--- src/rtl/normalizador_secuencial.sv ---
// -----------------------------------------------------------------------------
// normalizador_secuencial
//
// Post-addition stage of the single-precision floating-point adder. It takes
// the raw sum from the mantissa adder/subtractor, normalizes it one left shift
// per clock, rounds to nearest-even and packs an IEEE-754 word.
//
// Ports
//   clk            rising-edge clock
//   rst            synchronous, active-high reset
//   in_valid       operand valid
//   in_ready       block can accept (idle and not in reset)
//   Suma_Mantissa  raw sum: [26] carry, [25] hidden, [24:2] fraction,
//                  [1] guard, [0] round
//   Exp_comun      biased common exponent of the operands
//   Signo          sign of the result
//   out_valid      result valid
//   out_ready      consumer accepts the result
//   Resultado      {sign, exponent, fraction}
//   Overflow       result rounded to infinity
//   Cero           result is +/-0
//   Subnormal      exponent field 0 with a nonzero fraction
//
// Handshake: a transfer happens on a rising edge where valid && ready are
// both high. The producer keeps valid and its data stable until that edge;
// ready may be deasserted at any time. Only one operation is in flight: a new
// operand is accepted only in IDLE, never in the cycle a result is taken.
// -----------------------------------------------------------------------------
module normalizador_secuencial #(
  parameter int ANCHO_EXP  = 8,
  parameter int ANCHO_MANT = 24
) (
  input  logic                           clk,
  input  logic                           rst,
  input  logic                           in_valid,
  output logic                           in_ready,
  input  logic [ANCHO_MANT+2:0]          Suma_Mantissa,
  input  logic [ANCHO_EXP-1:0]           Exp_comun,
  input  logic                           Signo,
  output logic                           out_valid,
  input  logic                           out_ready,
  output logic [ANCHO_EXP+ANCHO_MANT-1:0] Resultado,
  output logic                           Overflow,
  output logic                           Cero,
  output logic                           Subnormal
);

  // Working mantissa: carry, hidden, fraction, guard, round.
  localparam int WM = ANCHO_MANT + 3;
  // Exponent register has two extra bits so carries past the maximum
  // (exponent 255 + adjust + rounding carry) never wrap.
  localparam int WE = ANCHO_EXP + 2;
  localparam int WF = ANCHO_MANT - 1;
  localparam int WR = ANCHO_EXP + ANCHO_MANT;
  localparam int WC = $clog2(ANCHO_MANT + 1);

  localparam logic signed [WE-1:0] EXP_UNO  = WE'(1);
  localparam logic signed [WE-1:0] EXP_MAX  = WE'((1 << ANCHO_EXP) - 1);
  localparam logic [WC-1:0]        MAX_DESP = WC'(ANCHO_MANT);

  typedef enum logic [2:0] {
    IDLE     = 3'd0,
    AJUSTE   = 3'd1,
    NORM     = 3'd2,
    REDONDEO = 3'd3,
    SALIDA   = 3'd4
  } estado_t;

  // State and datapath registers
  estado_t               estado;
  logic [WM-1:0]         man;
  logic                  sticky;
  logic signed [WE-1:0]  exp_r;
  logic                  sign_r;
  logic [WC-1:0]         desp;

  // Next-state values
  estado_t               estado_n;
  logic [WM-1:0]         man_n;
  logic                  sticky_n;
  logic signed [WE-1:0]  exp_n;
  logic                  sign_n;
  logic [WC-1:0]         desp_n;
  logic                  out_valid_n;
  logic [WR-1:0]         resultado_n;
  logic                  overflow_n;
  logic                  cero_n;
  logic                  subnormal_n;

  // Rounding datapath
  logic                  round_up;
  logic [WM-3:0]         alta;      // man[WM-1:2] plus the rounding increment
  logic                  hid_rnd;
  logic [WF-1:0]         frac_rnd;
  logic signed [WE-1:0]  exp_rnd;
  logic [ANCHO_EXP-1:0]  campo_exp;

  assign in_ready = (estado == IDLE) && !rst;

  // Round to nearest-even on the guard/round/sticky bits. The increment is
  // applied at bit 2 (LSB of the fraction), so only the upper part of the
  // mantissa takes part in the add. A carry out of the hidden bit renormalizes
  // by one right shift; the bit dropped there cannot matter any more.
  always_comb begin
    round_up  = man[1] & (man[0] | sticky | man[2]);
    alta      = man[WM-1:2] + {{(WM-3){1'b0}}, round_up};
    hid_rnd   = alta[WF];
    frac_rnd  = alta[WF-1:0];
    exp_rnd   = exp_r;
    if (alta[WM-3]) begin
      hid_rnd  = 1'b1;
      frac_rnd = alta[WF:1];
      exp_rnd  = exp_r + EXP_UNO;
    end
    // Without the hidden bit the number stays at the subnormal scale.
    campo_exp = hid_rnd ? exp_rnd[ANCHO_EXP-1:0] : '0;
  end

  // Next-state and output logic
  always_comb begin
    estado_n    = estado;
    man_n       = man;
    sticky_n    = sticky;
    exp_n       = exp_r;
    sign_n      = sign_r;
    desp_n      = desp;
    out_valid_n = out_valid;
    resultado_n = Resultado;
    overflow_n  = Overflow;
    cero_n      = Cero;
    subnormal_n = Subnormal;

    unique case (estado)
      IDLE: begin
        if (in_valid) begin
          man_n    = Suma_Mantissa;
          sticky_n = 1'b0;
          sign_n   = Signo;
          desp_n   = '0;
          // A zero biased exponent denotes subnormal operands, whose scale
          // is the same as exponent 1.
          exp_n    = (Exp_comun == '0) ? EXP_UNO : $signed({2'b00, Exp_comun});
          if (Suma_Mantissa == '0) begin
            estado_n    = SALIDA;
            out_valid_n = 1'b1;
            resultado_n = {Signo, {(WR-1){1'b0}}};
            overflow_n  = 1'b0;
            cero_n      = 1'b1;
            subnormal_n = 1'b0;
          end else begin
            estado_n = AJUSTE;
          end
        end
      end

      AJUSTE: begin
        // Addition carry: fold the dropped bit into sticky.
        if (man[WM-1]) begin
          sticky_n = sticky | man[0];
          man_n    = {1'b0, man[WM-1:1]};
          exp_n    = exp_r + EXP_UNO;
        end
        estado_n = NORM;
      end

      NORM: begin
        // Shift left until the hidden bit is set, but never below the
        // subnormal scale and never more than the significand width.
        if (!man[WM-2] && (exp_r > EXP_UNO) && (desp < MAX_DESP)) begin
          man_n  = {man[WM-2:0], 1'b0};
          exp_n  = exp_r - EXP_UNO;
          desp_n = desp + WC'(1);
        end else begin
          estado_n = REDONDEO;
        end
      end

      REDONDEO: begin
        out_valid_n = 1'b1;
        estado_n    = SALIDA;
        if (exp_rnd >= EXP_MAX) begin
          resultado_n = {sign_r, {ANCHO_EXP{1'b1}}, {WF{1'b0}}};
          overflow_n  = 1'b1;
          cero_n      = 1'b0;
          subnormal_n = 1'b0;
        end else begin
          resultado_n = {sign_r, campo_exp, frac_rnd};
          overflow_n  = 1'b0;
          cero_n      = !hid_rnd && (frac_rnd == '0);
          subnormal_n = !hid_rnd && (frac_rnd != '0);
        end
      end

      SALIDA: begin
        // Outputs hold until taken; they are cleared on the way back to IDLE.
        if (out_ready) begin
          estado_n    = IDLE;
          out_valid_n = 1'b0;
          resultado_n = '0;
          overflow_n  = 1'b0;
          cero_n      = 1'b0;
          subnormal_n = 1'b0;
        end
      end

      default: begin
        estado_n    = IDLE;
        out_valid_n = 1'b0;
      end
    endcase
  end

  always_ff @(posedge clk) begin
    if (rst) begin
      estado    <= IDLE;
      man       <= '0;
      sticky    <= 1'b0;
      exp_r     <= '0;
      sign_r    <= 1'b0;
      desp      <= '0;
      out_valid <= 1'b0;
      Resultado <= '0;
      Overflow  <= 1'b0;
      Cero      <= 1'b0;
      Subnormal <= 1'b0;
    end else begin
      estado    <= estado_n;
      man       <= man_n;
      sticky    <= sticky_n;
      exp_r     <= exp_n;
      sign_r    <= sign_n;
      desp      <= desp_n;
      out_valid <= out_valid_n;
      Resultado <= resultado_n;
      Overflow  <= overflow_n;
      Cero      <= cero_n;
      Subnormal <= subnormal_n;
    end
  end

endmodule

--- config.mk ---
export PLATFORM = sky130hd
export DESIGN_NAME = normalizador_secuencial
export DESIGN_NICKNAME = d
export VERILOG_FILES = /design/src/rtl/normalizador_secuencial.sv
export SDC_FILE = /design/constraint.sdc
export NUM_CORES = 1
export LEC_CHECK = 0
export CAP_MARGIN = 5
export CELL_PAD_IN_SITES_DETAIL_PLACEMENT = 1
export CELL_PAD_IN_SITES_GLOBAL_PLACEMENT = 2
export CORE_MARGIN = 3
export CORE_UTILIZATION = 34
export CTS_BUF_LIST = sky130_fd_sc_hd__clkbuf_16
export CTS_CLUSTER_SIZE = 8
export DETAILED_ROUTE_END_ITERATION = 6
export PLACE_DENSITY_LB_ADDON = 0.1
export SYNTH_ARGS = -nofsm -noshare
export SYNTH_HDL_FRONTEND = slang
export SYNTH_SLANG_ARGS = --single-unit
--- constraint.sdc ---
create_clock -name clk -period 4.85 [get_ports clk]
set_input_delay 0.97 -clock clk [delete_from_list [all_inputs] [get_ports clk]]
set_output_delay 0.97 -clock clk [all_outputs]
set_load 0.03 [all_outputs]
; After elaboration in Yosys (flattened, before gate mapping)
; Index checks and enable logic that the tools add are counted.
[word_totals]
ff_bits = 83
input_bits = 40
out_inout_bits = 37
elab_cells = 100
[op_classes]
n_addsub = 4
order_cmp = 3
eq_ne = 10
mux = 41
bitwise_logic = 4
reduce_logical = 26
[op_table]
columns = operator, count
row1 = two-way mux 32 bit, 3
row2 = case mux 32 bit (3 select lines), 1
row3 = case mux 27 bit (3 select lines), 1
row4 = two-way mux 27 bit, 2
row5 = two-way mux 10 bit, 4
row6 = two-way mux 31 bit, 1
row7 = case mux 10 bit (3 select lines), 1
row8 = logical NOT 27 bit, 1
row9 = two-way mux 26 bit, 1
row10 = adder 25 x 1 -> 25 bit, 1
row11 = logical NOT 23 bit, 1
row12 = two-way mux 23 bit, 1
row13 = nonzero test 23 bit, 1
row14 = two-way mux 8 bit, 2
row15 = case mux 3 bit (5 select lines), 1
row16 = two-way mux 3 bit, 4
row17 = AND reduction 3 bit, 4
row18 = AND reduction 4 bit, 3
row19 = two-way mux 1 bit, 11
row20 = "adder 10 x 2 -> 10 bit, second input constant", 1
row21 = ">= comparator 10 x 9 -> 1 bit, second input constant", 1
row22 = "> comparator 10 x 2 -> 1 bit, second input constant", 1
row23 = two-way mux 5 bit, 2
row24 = "!= test 2 bit, second input constant", 5
row25 = other kinds (22), 34

; Longest topological paths before layout
[logic_depth]
depth_word = 9
ltp_mapped = 13
ltp_nobuf = 10

; Worst setup path before layout
; No wires, ideal clock.
[synth_path]
path_type = in2out
start = input rst
end = output in_ready
t_arrival_ns = 2.213
required_time_ns = 3.880
path_slack_ns = 1.667
stages = 3
n_path_buf = 2
cell_sequence = clkbuf_1 > clkbuf_1 > nor4_1
[synth_via]
elab_chain_cells = 2
[synth_rtl]
columns = item, line
row1 = "start, declared", 34  ; input logic rst,
row2 = logical NOT 1 bit, 98  ; assign in_ready = (estado == IDLE) && !rst;
row3 = logical AND 1 bit, 98
row4 = "end, declared", 36  ; output logic in_ready,
; Every way passes these cells.

; Final worst setup path
[layout_path]
start = register man[1]
end = register Cero
[layout_via]
elab_chain_cells = 7
word_cells_on_any_way = 11
cone_classes = add/sub (1) / order compare (1) / mux (5) / bitwise (1) / reduce/logical (3)
[layout_rtl]
columns = item, line
row1 = "start, declared", 71  ; logic [WM-1:0] man;
row2 = "start signal, assigned", 228  ; man <= man_n;
row3 = AND 1 bit (*), 105  ; round_up = man[1] & (man[0] | sticky | man[2]);
row4 = adder 25 x 1 -> 25 bit (*), 106  ; alta = man[WM-1:2] + {{(WM-3){1'b0}}, round_up};
row5 = "parallel branches: the longest is 3 deep, another holds >= comparator 10 x 9 -> 1 bit", --
row6 = two-way mux 1 bit (*), 181  ; if (exp_rnd >= EXP_MAX) begin
row7 = case mux 1 bit (3 select lines) (*), 133  ; unique case (estado)
row8 = "end signal, assigned", 236  ; Cero <= cero_n;
row9 = "end, declared", 44  ; output logic Cero,
; Every way passes the cells marked *.
; A chain may end at the register's enable or synchronous reset.

==> metrics.json <==
{
  "final.min_clock_period": {"value": 3.78, "unit": "ns"},
  "design.core.area": {"value": 17400, "unit": "um2"},
  "power.share.clock": {"value": 23.1, "unit": "%"},
  "power.combinational.fraction": {"value": 43.6, "unit": "%"},
  "nFillCells": {"value": 2192},
  "critical_path_buf_inv_count": {"value": 0},
  "cts_repair_resize_count": {"value": 0},
  "ys_seq_area_share": {"value": 27.3, "unit": "%"},
  "clock_latency": {"value": 0.36, "unit": "ns"},
  "synth_top_family_by_area": {"value": "compound AO/OA/AOI/OAI gates"},
  "post-route-util": {"value": 41.0, "unit": "%"},
  "share_seq_of_total_power": {"value": 33.3, "unit": "%"},
  "dp_slack": {"value": 1.10, "unit": "ns"},
  "synth_xor_area_share": {"value": 4.89, "unit": "%"},
  "total_switching_power": {"value": 1.42, "unit": "mW"},
  "synth_cell_types": {"value": 70},
  "number_of_standard_cells_after_synthesis": {"value": 853},
  "grt_antenna_before_repair": {"value": 0},
  "synth.net_count": {"value": 898},
  "dr.first_iter.drc_count": {"value": 421},
  "async_flop_share": {"value": 0, "unit": "%"},
  "ctsLongestPathBuffers": {"value": 2},
  "drc_errors": {"value": 0},
  "path_cells": {"value": "and2_2 > ha_1 > and4_1 > nand4_1 > o21ai_2 > nand2_1 > a21boi_0 > and4_1 > a31oi_1 > a2111oi_2"},
  "cts_setup_buffers": {"value": 0},
  "post_synth_instance_area": {"value": 6100, "unit": "um2"},
  "timing.final.max_slew_violations": {"value": 0},
  "gr-total-overflow": {"value": 0},
  "crit_type": {"value": "reg2reg"},
  "synth_edf_count": {"value": 0},
  "synth-seq-cells": {"value": 83},
  "cts_inserted_buffers": {"value": 9},
  "worst-endpoint-arrival": {"value": 4.03, "unit": "ns"},
  "io_buffer_count": {"value": 76},
  "drv.max_cap_violation_count": {"value": 0},
  "num-nets-final": {"value": 910},
  "area_growth_syn_to_layout": {"value": 17.1, "unit": "%"},
  "fin_tns_setup": {"value": 0, "unit": "ns"},
  "root_buf_cell": {"value": "sky130_fd_sc_hd__clkbuf_16"},
  "pin_count_of_the_biggest_net_entering_global_routing": {"value": 78},
  "total_power": {"value": 3.01, "unit": "mW"},
  "path_max_fanout": {"value": 26},
  "num_antenna_cells": {"value": 0},
  "clock_sinks": {"value": 83},
  "hold_ws": {"value": 0.469, "unit": "ns"},
  "synthMuxAreaShare": {"value": 1.68, "unit": "%"},
  "synth-simple-area-share": {"value": 28.7, "unit": "%"},
  "dr_total_vias": {"value": 6789},
  "reg2regPathDepth": {"value": 10},
  "dp_hpwl": {"value": 17.1, "unit": "mm"},
  "finalInstanceArea": {"value": 7140, "unit": "um2"},
  "wire_per_inst": {"value": 22.2, "unit": "um"},
  "yosys_most_used_dff": {"value": "sky130_fd_sc_hd__dfxtp_1"},
  "top_level_ports": {"value": 77},
  "detail_route.wirelength": {"value": 24.3, "unit": "mm"},
  "most-common-layout-cells": {"value": "sky130_fd_sc_hd__nand2_1, sky130_fd_sc_hd__dfxtp_1, sky130_fd_sc_hd__nor2_1"},
  "final-instance-count-excl-fill": {"value": 1095},
  "total_leakage_power": {"value": 2.27, "unit": "nW"},
  "syn_area_per_cell": {"value": 7.15, "unit": "um2"},
  "worst_hold_path.num_cells": {"value": 2},
  "place_area": {"value": 6860, "unit": "um2"},
  "rows": {"value": 48},
  "setup_repair_after_global_routing_missed_its_margin": {"value": "false"},
  "antenna_violating_nets_post_route": {"value": 0},
  "worstSetupPathDepth": {"value": 10},
  "fp.dieH": {"value": 140, "unit": "um"},
  "worst-endpoint-required": {"value": 5.11, "unit": "ns"},
  "fp.dieW": {"value": 140, "unit": "um"},
  "internal_power_component": {"value": 1.59, "unit": "mW"},
  "timing.max_slew.rel_slack": {"value": 33.9, "unit": "%"},
  "cp-start-kind": {"value": "register"},
  "dp_cells": {"value": 1079},
  "yosys_warnings": {"value": 0},
  "setup_violations": {"value": 0},
  "post_cts_hold_buffer_count": {"value": 0},
  "finalCritPeriodShare": {"value": 77.9, "unit": "%"},
  "run_status": {"value": "complete, no violations"},
  "max_clock_freq": {"value": 265, "unit": "MHz"},
  "critPathMaxStageDelay": {"value": 0.62, "unit": "ns"},
  "worst_setup_path_end_kind": {"value": "register"},
  "critical_path.slowest_cell": {"value": "sky130_fd_sc_hd__nand2_1"},
  "clock_tree.htree_level_count": {"value": 3},
  "route.detailed.vias_per_inst": {"value": 6.20},
  "final.setup_skew": {"value": 0.0111, "unit": "ns"},
  "post_synth_fa_ha_maj_area_fraction": {"value": 1.03, "unit": "%"},
  "drt_pass1_iterations": {"value": 5},
  "worst_pin_slew": {"value": 0.989, "unit": "ns"},
  "first_global_vias": {"value": 6792},
  "path_clk_slew": {"value": 0.07, "unit": "ns"},
  "design.die.area": {"value": 19600, "unit": "um2"},
  "cp_common_cell": {"value": "sky130_fd_sc_hd__and4_1"},
  "hold_path.class": {"value": "reg2reg"},
  "cts_tree": {"value": "built"},
  "final_common_cell": {"value": "sky130_fd_sc_hd__nand2_1"},
  "initial_core_util": {"value": 35.0, "unit": "%"},
  "pwr_density_cell": {"value": 422, "unit": "nW/um2"},
  "path_delay_family": {"value": "simple AND/OR/NAND/NOR gates"},
  "max-vdd-ir-drop": {"value": 0.000193, "unit": "V"},
  "fraction_of_layout_cells_with_a_size_suffix_above_1": {"value": 6.09, "unit": "%"},
  "power_switching_share": {"value": 47.1, "unit": "%"},
  "global_route.usage.total": {"value": 24.3, "unit": "%"},
  "synth-compound-area-share": {"value": 29.2, "unit": "%"},
  "post-route-worst-setup-slack": {"value": 1.07, "unit": "ns"},
  "timing.final.hold_violations": {"value": 0},
  "global_route_wire_length_before_repair": {"value": 38.9, "unit": "mm"},
  "gpl.final_weighted_congestion": {"value": 0.914}
}
logic make-up (layout without fill, tap and decap cells):
| family | count (synthesis) | count (layout) |
|---|---|---|
| simple gates | 348 | 348 |
| flops | 83 | 83 |
| buf+inv | 104 | 121 |
| xor+xnor | 34 | 34 |
| compound gates | 269 | 269 |
| mux | 10 | 10 |
| fa+ha+maj | 5 | 5 |
power groups by stage:
stage | clock network, mW | registers [mW] | logic [mW]
floorplan | 0 | 0.857 | 1.03
global placement | 0 | 1.00 | 1.28
detailed placement | 0 | 1.01 | 1.30
CTS | 0.712 | 0.996 | 1.31
global route | 0.738 | 1.02 | 1.45
finish | 0.695 | 1.00 | 1.31
cell usage after synthesis (3+ instances only):
master / instances / area (um2)
sky130_fd_sc_hd__a221oi_1: 4 / 35.0
sky130_fd_sc_hd__o2111ai_1: 3 / 26.3
sky130_fd_sc_hd__o31ai_1: 5 / 37.5
sky130_fd_sc_hd__nand2b_1: 27 / 169
sky130_fd_sc_hd__buf_2: 9 / 45.0
sky130_fd_sc_hd__a32oi_1: 24 / 210
sky130_fd_sc_hd__ha_1: 5 / 62.6
sky130_fd_sc_hd__or2_2: 4 / 25.0
sky130_fd_sc_hd__nor4_1: 17 / 106
sky130_fd_sc_hd__or3_1: 6 / 37.5
sky130_fd_sc_hd__nor2_1: 79 / 297
sky130_fd_sc_hd__xor2_1: 14 / 123
sky130_fd_sc_hd__nand2_1: 94 / 353
sky130_fd_sc_hd__o22ai_1: 28 / 175
sky130_fd_sc_hd__a211oi_1: 5 / 37.5
sky130_fd_sc_hd__clkbuf_1: 60 / 225
sky130_fd_sc_hd__buf_4: 6 / 45.0
sky130_fd_sc_hd__o21ai_1: 3 / 15.0
sky130_fd_sc_hd__and3_1: 6 / 37.5
sky130_fd_sc_hd__nand4_1: 19 / 119
sky130_fd_sc_hd__and2_1: 4 / 25.0
sky130_fd_sc_hd__o21ai_0: 52 / 260
sky130_fd_sc_hd__xnor2_1: 20 / 175
sky130_fd_sc_hd__a31oi_1: 7 / 43.8
sky130_fd_sc_hd__dfxtp_1: 83 / 1660
sky130_fd_sc_hd__a21oi_1: 71 / 355
sky130_fd_sc_hd__buf_1: 9 / 33.8
sky130_fd_sc_hd__a22oi_1: 12 / 90.1
sky130_fd_sc_hd__mux2i_1: 8 / 80.1
sky130_fd_sc_hd__inv_1: 15 / 56.3
sky130_fd_sc_hd__nor3_1: 21 / 105
sky130_fd_sc_hd__o32ai_1: 3 / 26.3
sky130_fd_sc_hd__nand3_1: 48 / 240
sky130_fd_sc_hd__o221ai_1: 27 / 236
sky130_fd_sc_hd__nor3b_1: 3 / 22.5
sky130_fd_sc_hd__buf_6: 3 / 33.8
sky130_fd_sc_hd__and4_1: 7 / 61.3
sky130_fd_sc_hd__o211ai_1: 4 / 30.0
worst paths after layout:
check	startpoint	endpoint	slack, ns
max	man[1]	Cero	1.07
min	Resultado[19]	Resultado[19]	0.47
max reg2reg	man[1]	Cero	1.07
min reg2reg	Resultado[19]	Resultado[19]	0.47
state kept, by name, summed over array words and instances, names as in the netlist:
| register | cells |
|---|---|
| sign_r | 1 |
| desp | 5 |
| Resultado | 32 |
| Subnormal | 1 |
| Overflow | 1 |
| out_valid | 1 |
| sticky | 1 |
| estado | 3 |
| man | 27 |
| exp_r | 10 |
| Cero | 1 |
cell type report:
class	instances	area [um2]	share of cell area, %
Multi-Input combinational cell	666	4000	56.1
Inverter	17	63.8	0.894
Clock buffer	9	225	3.15
Clock inverter	7	58.8	0.824
Timing Repair Buffer	88	846	11.8
Sequential cell	83	1660	23.3
Tap cell	225	282	3.94
routing by layer:
| layer | track usage, % | vias up | part of all wire [%] |
|---|---|---|---|
| met5 | 0 | - | 0 |
| met4 | 5.71 | 0 | 1.4 |
| met3 | 3.18 | 26 | 3.5 |
| met2 | 41.9 | 177 | 50 |
| met1 | 32.3 | 3393 | 45 |
| li1 | - | 3193 | - |
tightest hold or removal path: stages, from the launching register on:
cell and delay (ns):
sky130_fd_sc_hd__dfxtp_1 0.31, sky130_fd_sc_hd__nand2_1 0.06, sky130_fd_sc_hd__a21oi_1 0.05
Note: power is estimated with default switching activity, not from simulation.
